$ cat src/rtl/ard_link_pkg.sv
// ard_link_pkg: shared definitions for the Arduino command link.
//   - one-hot command codes driven on sig_out[4:1]
//   - sig_out bit-field indices (strobe on bit 0)
//   - command-sequence and per-command phase state encodings
//   - pack_sig(): builds a sig_out word from a code and a strobe bit
package ard_link_pkg;

    localparam int unsigned CMD_W       = 4;
    localparam int unsigned SIG_W       = CMD_W + 1;
    localparam int unsigned SIG_STB     = 0;
    localparam int unsigned SIG_CMD_LSB = 1;
    localparam int unsigned SIG_CMD_MSB = SIG_W - 1;

    localparam logic [CMD_W-1:0] CMD_SEARCH    = 4'b1000;
    localparam logic [CMD_W-1:0] CMD_PLACE     = 4'b0100;
    localparam logic [CMD_W-1:0] CMD_RESET_POS = 4'b0010;
    localparam logic [CMD_W-1:0] CMD_STOP      = 4'b0001;

    typedef enum logic [2:0] {
        SQ_RESET_POS,
        SQ_SEARCH,
        SQ_WAIT_OBJ,
        SQ_PLACE,
        SQ_STOP,
        SQ_DONE,
        SQ_FAULT
    } seq_state_e;

    typedef enum logic [1:0] {
        PH_ISSUE,
        PH_SETUP,
        PH_STROBE,
        PH_RELEASE
    } phase_e;

    // Place a command code and strobe bit into their sig_out fields.
    function automatic logic [SIG_W-1:0] pack_sig(input logic [CMD_W-1:0] cmd, input logic stb);
        logic [SIG_W-1:0] s;
        s = '0;
        s[SIG_CMD_MSB:SIG_CMD_LSB] = cmd;
        s[SIG_STB] = stb;
        return s;
    endfunction

endpackage

$ cat src/rtl/hold_timer.sv
// hold_timer: saturating up-counter measuring cycles since the current
// command code was loaded, with threshold compares for the link FSM.
// Ports:
//   clock, reset   - clock and synchronous active-high reset
//   clear          - synchronous load of zero (takes priority over count_en)
//   count_en       - advance the count by one, saturating at all-ones
//   ge_setup_c     - count >= SETUP_AT   (combinational)
//   ge_hold_c      - count >= HOLD_AT    (combinational)
//   ge_timeout_c   - count >= TIMEOUT_AT (combinational)
module hold_timer #(
    parameter int unsigned CNT_W      = 8,
    parameter int unsigned SETUP_AT   = 1,
    parameter int unsigned HOLD_AT    = 2,
    parameter int unsigned TIMEOUT_AT = 3
) (
    input  logic clock,
    input  logic reset,
    input  logic clear,
    input  logic count_en,
    output logic ge_setup_c,
    output logic ge_hold_c,
    output logic ge_timeout_c
);

    logic [CNT_W-1:0] cnt;

    // Count up, stick at the maximum instead of wrapping.
    always_ff @(posedge clock) begin
        if (reset || clear) begin
            cnt <= '0;
        end else if (count_en && (cnt != {CNT_W{1'b1}})) begin
            cnt <= cnt + CNT_W'(1);
        end
    end

    assign ge_setup_c   = (cnt >= CNT_W'(SETUP_AT));
    assign ge_hold_c    = (cnt >= CNT_W'(HOLD_AT));
    assign ge_timeout_c = (cnt >= CNT_W'(TIMEOUT_AT));

endmodule

$ cat src/rtl/arduino_cmd_link.sv
// arduino_cmd_link: sequences the arm routine RESET_POSITION -> SEARCH ->
// (object found) -> PLACE -> STOP on the Arduino GPIO header, each command
// presented as a one-hot code with setup/hold-timed strobe.
// Optional feature macro: ARD_ACK_EN enables the 4-phase Arduino acknowledge
// with timeout, retry and FAULT; without it completion is time-only.
// Ports:
//   clock, reset   - 50 MHz clock, synchronous active-high reset
//   object_found   - vision detect flag (level or pulse)
//   ard_ack        - Arduino acknowledge, asynchronous to clock
//   sig_out[4:0]   - [4:1] one-hot command, [0] strobe
//   busy           - command handshake in progress
//   done           - routine finished
//   error          - fault latched
//   retry_cnt[1:0] - re-issues of the current command
import ard_link_pkg::*;

module arduino_cmd_link #(
    parameter int unsigned SETUP_CYCLES = 25_000_000,
    parameter int unsigned HOLD_CYCLES  = 50_000_000,
    parameter int unsigned ACK_TIMEOUT  = 100_000_000,
    parameter int unsigned MAX_RETRY    = 2,
    parameter int unsigned CNT_W        =
        $clog2(((HOLD_CYCLES > ACK_TIMEOUT) ? HOLD_CYCLES : ACK_TIMEOUT) + 1)
) (
    input  logic             clock,
    input  logic             reset,
    input  logic             object_found,
    input  logic             ard_ack,
    output logic [SIG_W-1:0] sig_out,
    output logic             busy,
    output logic             done,
    output logic             error,
    output logic [1:0]       retry_cnt
);

    localparam logic [1:0] RETRY_LIMIT = 2'(MAX_RETRY);

    seq_state_e seq;
    phase_e     phase;
    logic       obj_seen;

    logic hs_active_c;
    logic strobe_done_c;
    logic release_done_c;
    logic retry_c;
    logic tmr_clear_c;
    logic ge_setup_c;
    logic ge_hold_c;
    logic ge_timeout_c;

    // Timer runs from the code change; the ack timeout is counted from
    // strobe rise, which is always SETUP_CYCLES after the code change.
    hold_timer #(
        .CNT_W      (CNT_W),
        .SETUP_AT   (SETUP_CYCLES),
        .HOLD_AT    (HOLD_CYCLES),
        .TIMEOUT_AT (SETUP_CYCLES + ACK_TIMEOUT)
    ) u_timer (
        .clock        (clock),
        .reset        (reset),
        .clear        (tmr_clear_c),
        .count_en     (hs_active_c),
        .ge_setup_c   (ge_setup_c),
        .ge_hold_c    (ge_hold_c),
        .ge_timeout_c (ge_timeout_c)
    );

`ifdef ARD_ACK_EN
    logic ack_meta;
    logic ack_s;

    // Two-flop synchroniser for the asynchronous acknowledge.
    always_ff @(posedge clock) begin
        if (reset) begin
            ack_meta <= 1'b0;
            ack_s    <= 1'b0;
        end else begin
            ack_meta <= ard_ack;
            ack_s    <= ack_meta;
        end
    end
`else
    logic unused_sigs;
    assign unused_sigs = ^{ard_ack, ge_timeout_c, retry_c, RETRY_LIMIT};
`endif

    // Phase completion decode; ack, when enabled, wins over a same-cycle timeout.
    always_comb begin
        hs_active_c    = (seq == SQ_RESET_POS) || (seq == SQ_SEARCH) ||
                         (seq == SQ_PLACE)     || (seq == SQ_STOP);
        strobe_done_c  = 1'b0;
        release_done_c = 1'b0;
        retry_c        = 1'b0;
        if (hs_active_c) begin
            case (phase)
                PH_STROBE: begin
`ifdef ARD_ACK_EN
                    strobe_done_c = ge_hold_c && ack_s;
                    retry_c       = ge_timeout_c && !ack_s;
`else
                    strobe_done_c = ge_hold_c;
`endif
                end
                PH_RELEASE: begin
`ifdef ARD_ACK_EN
                    release_done_c = !ack_s;
`else
                    release_done_c = 1'b1;
`endif
                end
                default: ;
            endcase
        end
        tmr_clear_c = release_done_c || retry_c || (seq == SQ_WAIT_OBJ);
    end

    // Sequence and phase FSM with registered outputs.
    always_ff @(posedge clock) begin
        if (reset) begin
            seq       <= SQ_RESET_POS;
            phase     <= PH_ISSUE;
            obj_seen  <= 1'b0;
            sig_out   <= pack_sig(CMD_RESET_POS, 1'b0);
            busy      <= 1'b1;
            done      <= 1'b0;
            error     <= 1'b0;
            retry_cnt <= 2'd0;
        end else begin
            // Detections during the SEARCH handshake are remembered for WAIT_OBJ.
            if ((seq == SQ_SEARCH) && object_found) begin
                obj_seen <= 1'b1;
            end
            case (seq)
                SQ_WAIT_OBJ: begin
                    if (object_found || obj_seen) begin
                        seq      <= SQ_PLACE;
                        phase    <= PH_ISSUE;
                        sig_out  <= pack_sig(CMD_PLACE, 1'b0);
                        busy     <= 1'b1;
                        obj_seen <= 1'b0;
                    end
                end
                SQ_DONE, SQ_FAULT: ;
                default: begin
                    case (phase)
                        PH_ISSUE: phase <= PH_SETUP;
                        PH_SETUP: begin
                            if (ge_setup_c) begin
                                phase            <= PH_STROBE;
                                sig_out[SIG_STB] <= 1'b1;
                            end
                        end
                        PH_STROBE: begin
                            if (strobe_done_c) begin
                                phase            <= PH_RELEASE;
                                sig_out[SIG_STB] <= 1'b0;
                            end
`ifdef ARD_ACK_EN
                            else if (retry_c) begin
                                phase            <= PH_ISSUE;
                                sig_out[SIG_STB] <= 1'b0;
                                if (retry_cnt == RETRY_LIMIT) begin
                                    seq     <= SQ_FAULT;
                                    sig_out <= pack_sig(CMD_STOP, 1'b0);
                                    error   <= 1'b1;
                                    busy    <= 1'b0;
                                end else begin
                                    retry_cnt <= retry_cnt + 2'd1;
                                end
                            end
`endif
                        end
                        PH_RELEASE: begin
                            if (release_done_c) begin
                                phase     <= PH_ISSUE;
                                retry_cnt <= 2'd0;
                                case (seq)
                                    SQ_RESET_POS: begin
                                        seq     <= SQ_SEARCH;
                                        sig_out <= pack_sig(CMD_SEARCH, 1'b0);
                                    end
                                    SQ_SEARCH: begin
                                        seq  <= SQ_WAIT_OBJ;
                                        busy <= 1'b0;
                                    end
                                    SQ_PLACE: begin
                                        seq     <= SQ_STOP;
                                        sig_out <= pack_sig(CMD_STOP, 1'b0);
                                    end
                                    SQ_STOP: begin
                                        seq  <= SQ_DONE;
                                        done <= 1'b1;
                                        busy <= 1'b0;
                                    end
                                    default: ;
                                endcase
                            end
                        end
                        default: ;
                    endcase
                end
            endcase
        end
    end

endmodule

$ cat config.mk
export PLATFORM = sky130hd
export DESIGN_NAME = arduino_cmd_link
export DESIGN_NICKNAME = d
export VERILOG_FILES = /design/src/rtl/ard_link_pkg.sv /design/src/rtl/hold_timer.sv /design/src/rtl/arduino_cmd_link.sv
export SDC_FILE = /design/constraint.sdc
export NUM_CORES = 1
export LEC_CHECK = 0
export ABC_AREA = 1
export ABC_CLOCK_PERIOD_IN_PS = 4200
export BUFFER_PORTS_ARGS = -buffer_cell sky130_fd_sc_hd__buf_2
export CORE_MARGIN = 5
export CORE_UTILIZATION = 60
export DETAILED_ROUTE_END_ITERATION = 12
export GPL_ROUTABILITY_DRIVEN = 0
export PLACE_DENSITY = 0.76
export SLEW_MARGIN = 20
export SYNTH_ARGS = -nofsm -noshare
export SYNTH_HDL_FRONTEND = slang
export SYNTH_SLANG_ARGS = --single-unit
export TNS_END_PERCENT = 1
$ cat constraint.sdc
create_clock -name clock -period 4.2 [get_ports clock]
set_input_delay 0.63 -clock clock [delete_from_list [all_inputs] [get_ports clock]]
set_output_delay 0.63 -clock clock [all_outputs]
set_load 0.05 [all_outputs]
Word level (Yosys, flattened, before mapping)

Cells that the tools add are included.
W data, S select, Z words.

Add/sub/neg operators: 1
Multiplexer cells: 31
Order comparisons: 2
Reduce and logical (&&, ||, !) cells: 25
Bitwise gates (word level): 2
Equal/unequal tests: 15

Operators with widths:

| operator                | number |
|---|---|
| $add A27 B1 Y27 const B | 1 |
| $ge A27 B25 Y1 const B  | 1 |
| $ge A27 B26 Y1 const B  | 1 |
| $ne A27 B27 Y1 const B  | 1 |
| $pmux W5 S2             | 2 |
| $reduce_and A5 Y1       | 4 |
| $mux W1                 | 13 |
| $pmux W3 S4             | 1 |
| $mux W5                 | 2 |
| $eq A3 B3 Y1 const B    | 3 |
| $mux W3                 | 3 |
| $ne A3 B3 Y1 const B    | 3 |
| $mux W2                 | 4 |
| $pmux W2 S4             | 1 |
| $reduce_and A7 Y1       | 1 |
| $eq A3 B2 Y1 const B    | 2 |
| $logic_or A1 B1 Y1      | 6 |
| $pmux W3 S2             | 1 |
| $reduce_bool A2 Y1      | 3 |
| $reduce_bool A5 Y1      | 1 |
| $eq A2 B2 Y1 const B    | 2 |
| $mux W4                 | 1 |
| $ne A4 B4 Y1 const B    | 1 |
| $pmux W2 S2             | 1 |
| other kinds (14)        | 17 |

Logic and storage cells: 84
Input bits: 4
Register bits: 40

Logic depth before layout (Yosys ltp)

Word-level depth: 8
Mapped depth: 13
Gate-level depth less buffers: 13

By module

A second synthesis with hierarchy kept.

Cells, all modules: 432
Area, all modules: 2792.7 µm²

Modules (own cells, without submodules):

| module           | cells each | seq. area each (µm²) | area each (µm²) | instances |
|---|---|---|---|---|
| hold_timer       | 318        | 540.5                | 1901.8          | 1 |
| arduino_cmd_link | 114        | 260.2                | 890.9           | 1 |

Worst setup path before layout

No wires, ideal clock.

Kind: register to register
From: register u_timer.cnt[0]
To: register u_timer.cnt[24]
Period minus slack after synthesis: 1495 ps
Cell stages (with the launch flop): 10
Path buffers: 0
Setup slack: 2705 ps
Arrival time: 1426 ps
Path through: dfxtp_1 ha_1 nand2_1 nor3_4 nand3_1 nor2_2 nand3_1 nor2_1 o21ai_1 a21oi_1

Word-level cells in the longest chain between the ends: 2

Ends and longest elaborated chain:

| item                                                                    | line             | text |
|---|---|---|
| start: declaration                                                      | hold_timer.sv:25 | `logic [CNT_W-1:0] cnt;` |
| start signal: assignment                                                | hold_timer.sv:32 | `cnt <= cnt + CNT_W'(1);` |
| parallel branches: the longest is 2 deep, another holds $add A27 B1 Y27 | --               |  |

Parallel ways; which one is timed is not known.
A chain may end at the register's enable or synchronous reset.

Worst setup path in the final report

From: register seq[2]
To: register u_timer.cnt[18]

Word-level cells in the longest chain between the ends: 7

Ends and longest elaborated chain:

| item                                             | line                    | text |
|---|---|---|
| start: declaration                               | arduino_cmd_link.sv:38  | `seq_state_e seq;` |
| start signal: assignment                         | arduino_cmd_link.sv:120 | `seq <= SQ_RESET_POS;` |
| start signal: assignment                         | arduino_cmd_link.sv:136 | `seq <= SQ_PLACE;` |
| start signal: assignment                         | arduino_cmd_link.sv:179 | `seq <= SQ_SEARCH;` |
| $eq A3 B1 Y1 or $logic_not A3 Y1 (tied branches) | arduino_cmd_link.sv:89  | `hs_active_c = (seq == SQ_RESET_POS) \|\| (seq == SQ_SEARCH) \|\|` |
| $logic_or A1 B1 Y1 (2 in series)                 | arduino_cmd_link.sv:89  |  |
| $logic_or A1 B1 Y1                               | arduino_cmd_link.sv:90  | `(seq == SQ_PLACE) \|\| (seq == SQ_STOP);` |
| $mux W1                                          | arduino_cmd_link.sv:94  | `if (hs_active_c) begin` |
| $logic_or A1 B1 Y1                               | arduino_cmd_link.sv:114 | `tmr_clear_c = release_done_c \|\| retry_c \|\| (seq == SQ_WAIT_OBJ);` |
| $logic_or A1 B1 Y1                               | hold_timer.sv:29        | `if (reset \|\| clear) begin` |

Parallel ways exist; a longest one is shown, timed or not.

==> Implementation_results.wiki <==
{| class="wikitable"
! Metric !! Value
|-
| Result of the run || completed
|-
| Combined global-route utilization of all metal layers || 20.8%
|-
| Post-CTS repair timing setup buffer count || 0
|-
| Number of cells produced by synthesis || 364
|-
| Number of global-route vias before repair || 2015
|-
| Crit Path Class || reg -> reg
|-
| First-pass GRT wire length || 8.83 mm
|-
| Maximum number of pins on one net before global-route repair || 19
|-
| Met2 track demand over resource in global routing || 30.4%
|-
| Post-synthesis sequential area ratio || 33.8%
|-
| Hold violation count in the final report || 0
|-
| Number of CTS-inserted buffers || 5
|-
| Port Buffers || 9
|-
| Half-perimeter wire length of the detailed placement result || 3.73 mm
|-
| Count of placed standard cells in the final layout, fillers left out || 424
|-
| Setup crit end kind || register
|-
| Element type at the critical path start || register
|-
| Starting utilization of the core area || 63.2%
|-
| Data arrival at the endpoint of the critical path || 2.21 ns
|-
| Clock transition at the registers of the reported paths || 0.09 ns
|-
| Total number of yosys warnings || 0
|-
| Met1 Use GR || 30.8%
|-
| Count of cell instances traversed by the critical path || 11
|-
| Area delta synth->final || 6.29%
|-
| Worst flop-to-flop path endpoint || u_timer.cnt[18]
|-
| Final Routed Wirelength || 5.03 mm
|-
| Antenna cells || 0
|-
| Maximum capacitance violations || 0
|-
| Power density relative to cell area || 386 nW/um2
|-
| Detailed-router iteration count before antenna repair || 4
|-
| Post-CTS sizing || 0
|-
| Synthesized area divided by synthesized cell count || 6.50 um2
|-
| Wirelength per Cell || 11.9 um
|-
| Number of remaining DRC errors || 0
|-
| Die Width || 72.8 um
|-
| Path category of the worst min-delay check || reg -> reg
|-
| Clock period minus final worst setup slack || 1.96 ns
|-
| Termination of the worst setup path || u_timer.cnt[18]
|-
| Max rail drop VDD || 304 uV
|-
| Slack of the worst reg-to-reg path || 2.24 ns
|-
| Floorplan Core Area || 3740 um2
|-
| Final WS setup || 2.24 ns
|-
| Total via count in the routed design || 2277
|-
| Library cell used as clock root buffer || clkbuf_8
|-
| Setup repair after global routing missed its margin || false
|-
| CTS max path bufs || 2
|-
| Post-synthesis cell area || 2370 um2
|-
| Met3 capacity usage during global routing || 4.27%
|-
| Launch point of the worst hold path || done
|-
| Full die area || 5300 um2
|-
| Depth of the most critical reg-to-reg path || 11
|-
| Fin Clk Skew || 0.00745 ns
|-
| CTS tree || yes
|-
| Max stage delay on crit path || 0.42 ns
|-
| Post-cts hold buffer count || 0
|-
| Critical Path RT || 4.45 ns
|-
| Biggest area contributors in the synthesized netlist || dfxtp_1 34%, nand2_1 14%, inv_1 7.1%, nor2_1 6.8%, a21oi_1 5.9%
|-
| Biggest fanout along the worst timing path || 18
|-
| Slowest cell on the critical path || dfxtp_1
|-
| Global route total overflow || 0
|-
| Routing layer with the top usage in global route || met1
|-
| DR iter-0 viols || 159
|-
| Worst setup path startpoint || seq[2]
|-
| Number of cells on the worst hold path || 2
|-
| Number of levels the H-tree was split into || 2
|-
| Number of distinct library cells after synthesis || 31
|-
| ANT nets after route || 0
|-
| Clk sink count || 40
|-
| Insertion delay of the later-clocked pin in the worst-skew pair || 0.30 ns
|-
| #FFs+latches synth || 40
|-
| List of cells traversed by the critical path || inv_1 > nand2_1 > nor2_4 > inv_2 > nand2_1 > nand2_1 > inv_2 > nor2_4 > inv_2 > a21oi_1 > o21a_1
|-
| Core occupancy in the finished layout || 67.2%
|-
| Final cell area excluding filler cells || 2520 um2
|-
| Cell area after placement || 2420 um2
|-
| Area leader, netlist || dfxtp_1
|-
| Total negative slack for setup checks || 0 ns
|-
| Crit Reg-Reg Startpoint || seq[2]
|-
| Number of vias per cell || 5.37
|-
| Number of antenna violations at the first check in global routing || 0
|-
| Fraction of final layout cells with drive strength greater than 1 || 11.2%
|-
| Num rows || 22
|-
| Top-Level Pins || 14
|-
| CP delay by family, top || simple AND/OR/NAND/NOR gates
|-
| Final #Nets || 385
|-
| Share of the cycle needed by the critical path after routing || 46.6%
|-
| Final Max Slew Viols || 0
|-
| Number of buffer and inverter instances along the worst setup path || 4
|-
| Static leakage || 0.975 nW
|-
| Post-Place Setup Slack || 2.28 ns
|-
| Cell count after placement || 416
|-
| Maximum frequency from static timing analysis || 511 MHz
|-
| Proportion of netlist area held by the largest area contributor || 33.8%
|-
| Number of setup violations in the final report || 0
|-
| Die Ht || 72.8 um
|}
-- routing by layer --
layer | wire length [um] | share of wire, % | vias up
li1 | - | - | 1178
met1 | 2560 | 51 | 1041
met2 | 2120 | 42 | 52
met3 | 292 | 5.8 | 6
met4 | 55 | 1.1 | 0
met5 | 0 | 0 | -
-- worst min-delay path by stage --
stage,endpoint,slack (ns)
finish,done,0.46
global route,done,0.48
CTS,done,0.46
detailed placement,sig_out[2],0.44
global placement,sig_out[2],0.43
floorplan,u_timer.cnt[7],0.45
-- metrics by stage --
stage	power (mW)	hold WS, ns
floorplan	0.672	0.450
global placement	0.712	0.429
detailed placement	0.716	0.444
CTS	0.976	0.461
global route	1.04	0.476
finish	0.972	0.458
-- power breakdown --
| group | switching [mW] | leakage, nW | internal [mW] |
|---|---|---|---|
| Sequential | 0.0240 | 0.324 | 0.410 |
| Combinational | 0.194 | 0.611 | 0.0811 |
| Clock | 0.145 | 0.0404 | 0.118 |
-- cell usage after synthesis --
library cell,count
nor2_4,2
a21oi_1,28
o21ai_1,5
nor3_2,1
a21oi_2,1
xnor2_1,1
nand2_2,3
dfxtp_1,40
nand4_1,9
inv_2,7
nor3_4,1
nor4_1,1
buf_6,2
inv_1,45
ha_1,6
nand3b_1,1
nor3b_1,1
nor2_1,43
o21ai_0,19
o21a_1,1
nor2_2,8
nor3_1,15
nor3b_2,1
a21boi_4,1
nand3_1,18
nand2_1,91
buf_4,4
xor2_1,5
a31oi_1,2
clkbuf_1,1
conb_1,1
-- sequential cells by signal, indices dropped and copies added (netlist names) --
signal / cells
obj_seen: 1
seq: 3
phase: 2
u_timer.cnt: 27
busy: 1
sig_out: 5
done: 1
-- worst min-delay path, stage by stage (launching register included) --
cell     delay (ns)
dfxtp_1        0.32
inv_1          0.05
a21oi_1        0.05
-- cell families after synthesis --
| kind of cell | count (synthesis) | synth area share [%] |
|---|---|---|
| compound gates | 57 | 13.0 |
| xor+xnor | 6 | 2.22 |
| fa+ha+maj | 6 | 3.17 |
| buf+inv | 59 | 10.6 |
| flops | 40 | 33.8 |
| other cells | 1 | 0.158 |
| simple gates | 195 | 37.0 |
-- area by class of cell --
cell class,instances,area (um2)
clock buffers,5,68.8
clock inverters,3,23.8
fillers,365,1230
inverters,52,195
multi-input cells,267,1320
flip-flops and latches,40,801
well taps,48,60.1
repair buffers,9,45.0
-- cell usage in the layout (no fill, tap or decap), drive strengths merged --
cell / n
nand2: 94
nor2: 53
inv: 52
dfxtp: 40
a21oi: 29
o21ai: 24
nand3: 18
nor3: 17
nand4: 9
buf: 9
ha: 6
xor2: 5
clkbuf: 5
conb: 3
a31oi: 2
clkinvlp: 2
nor3b: 2
a21boi: 1
xnor2: 1
nor4: 1
nand3b: 1
o21a: 1
clkinv: 1
(Power assumes the default switching activity.)
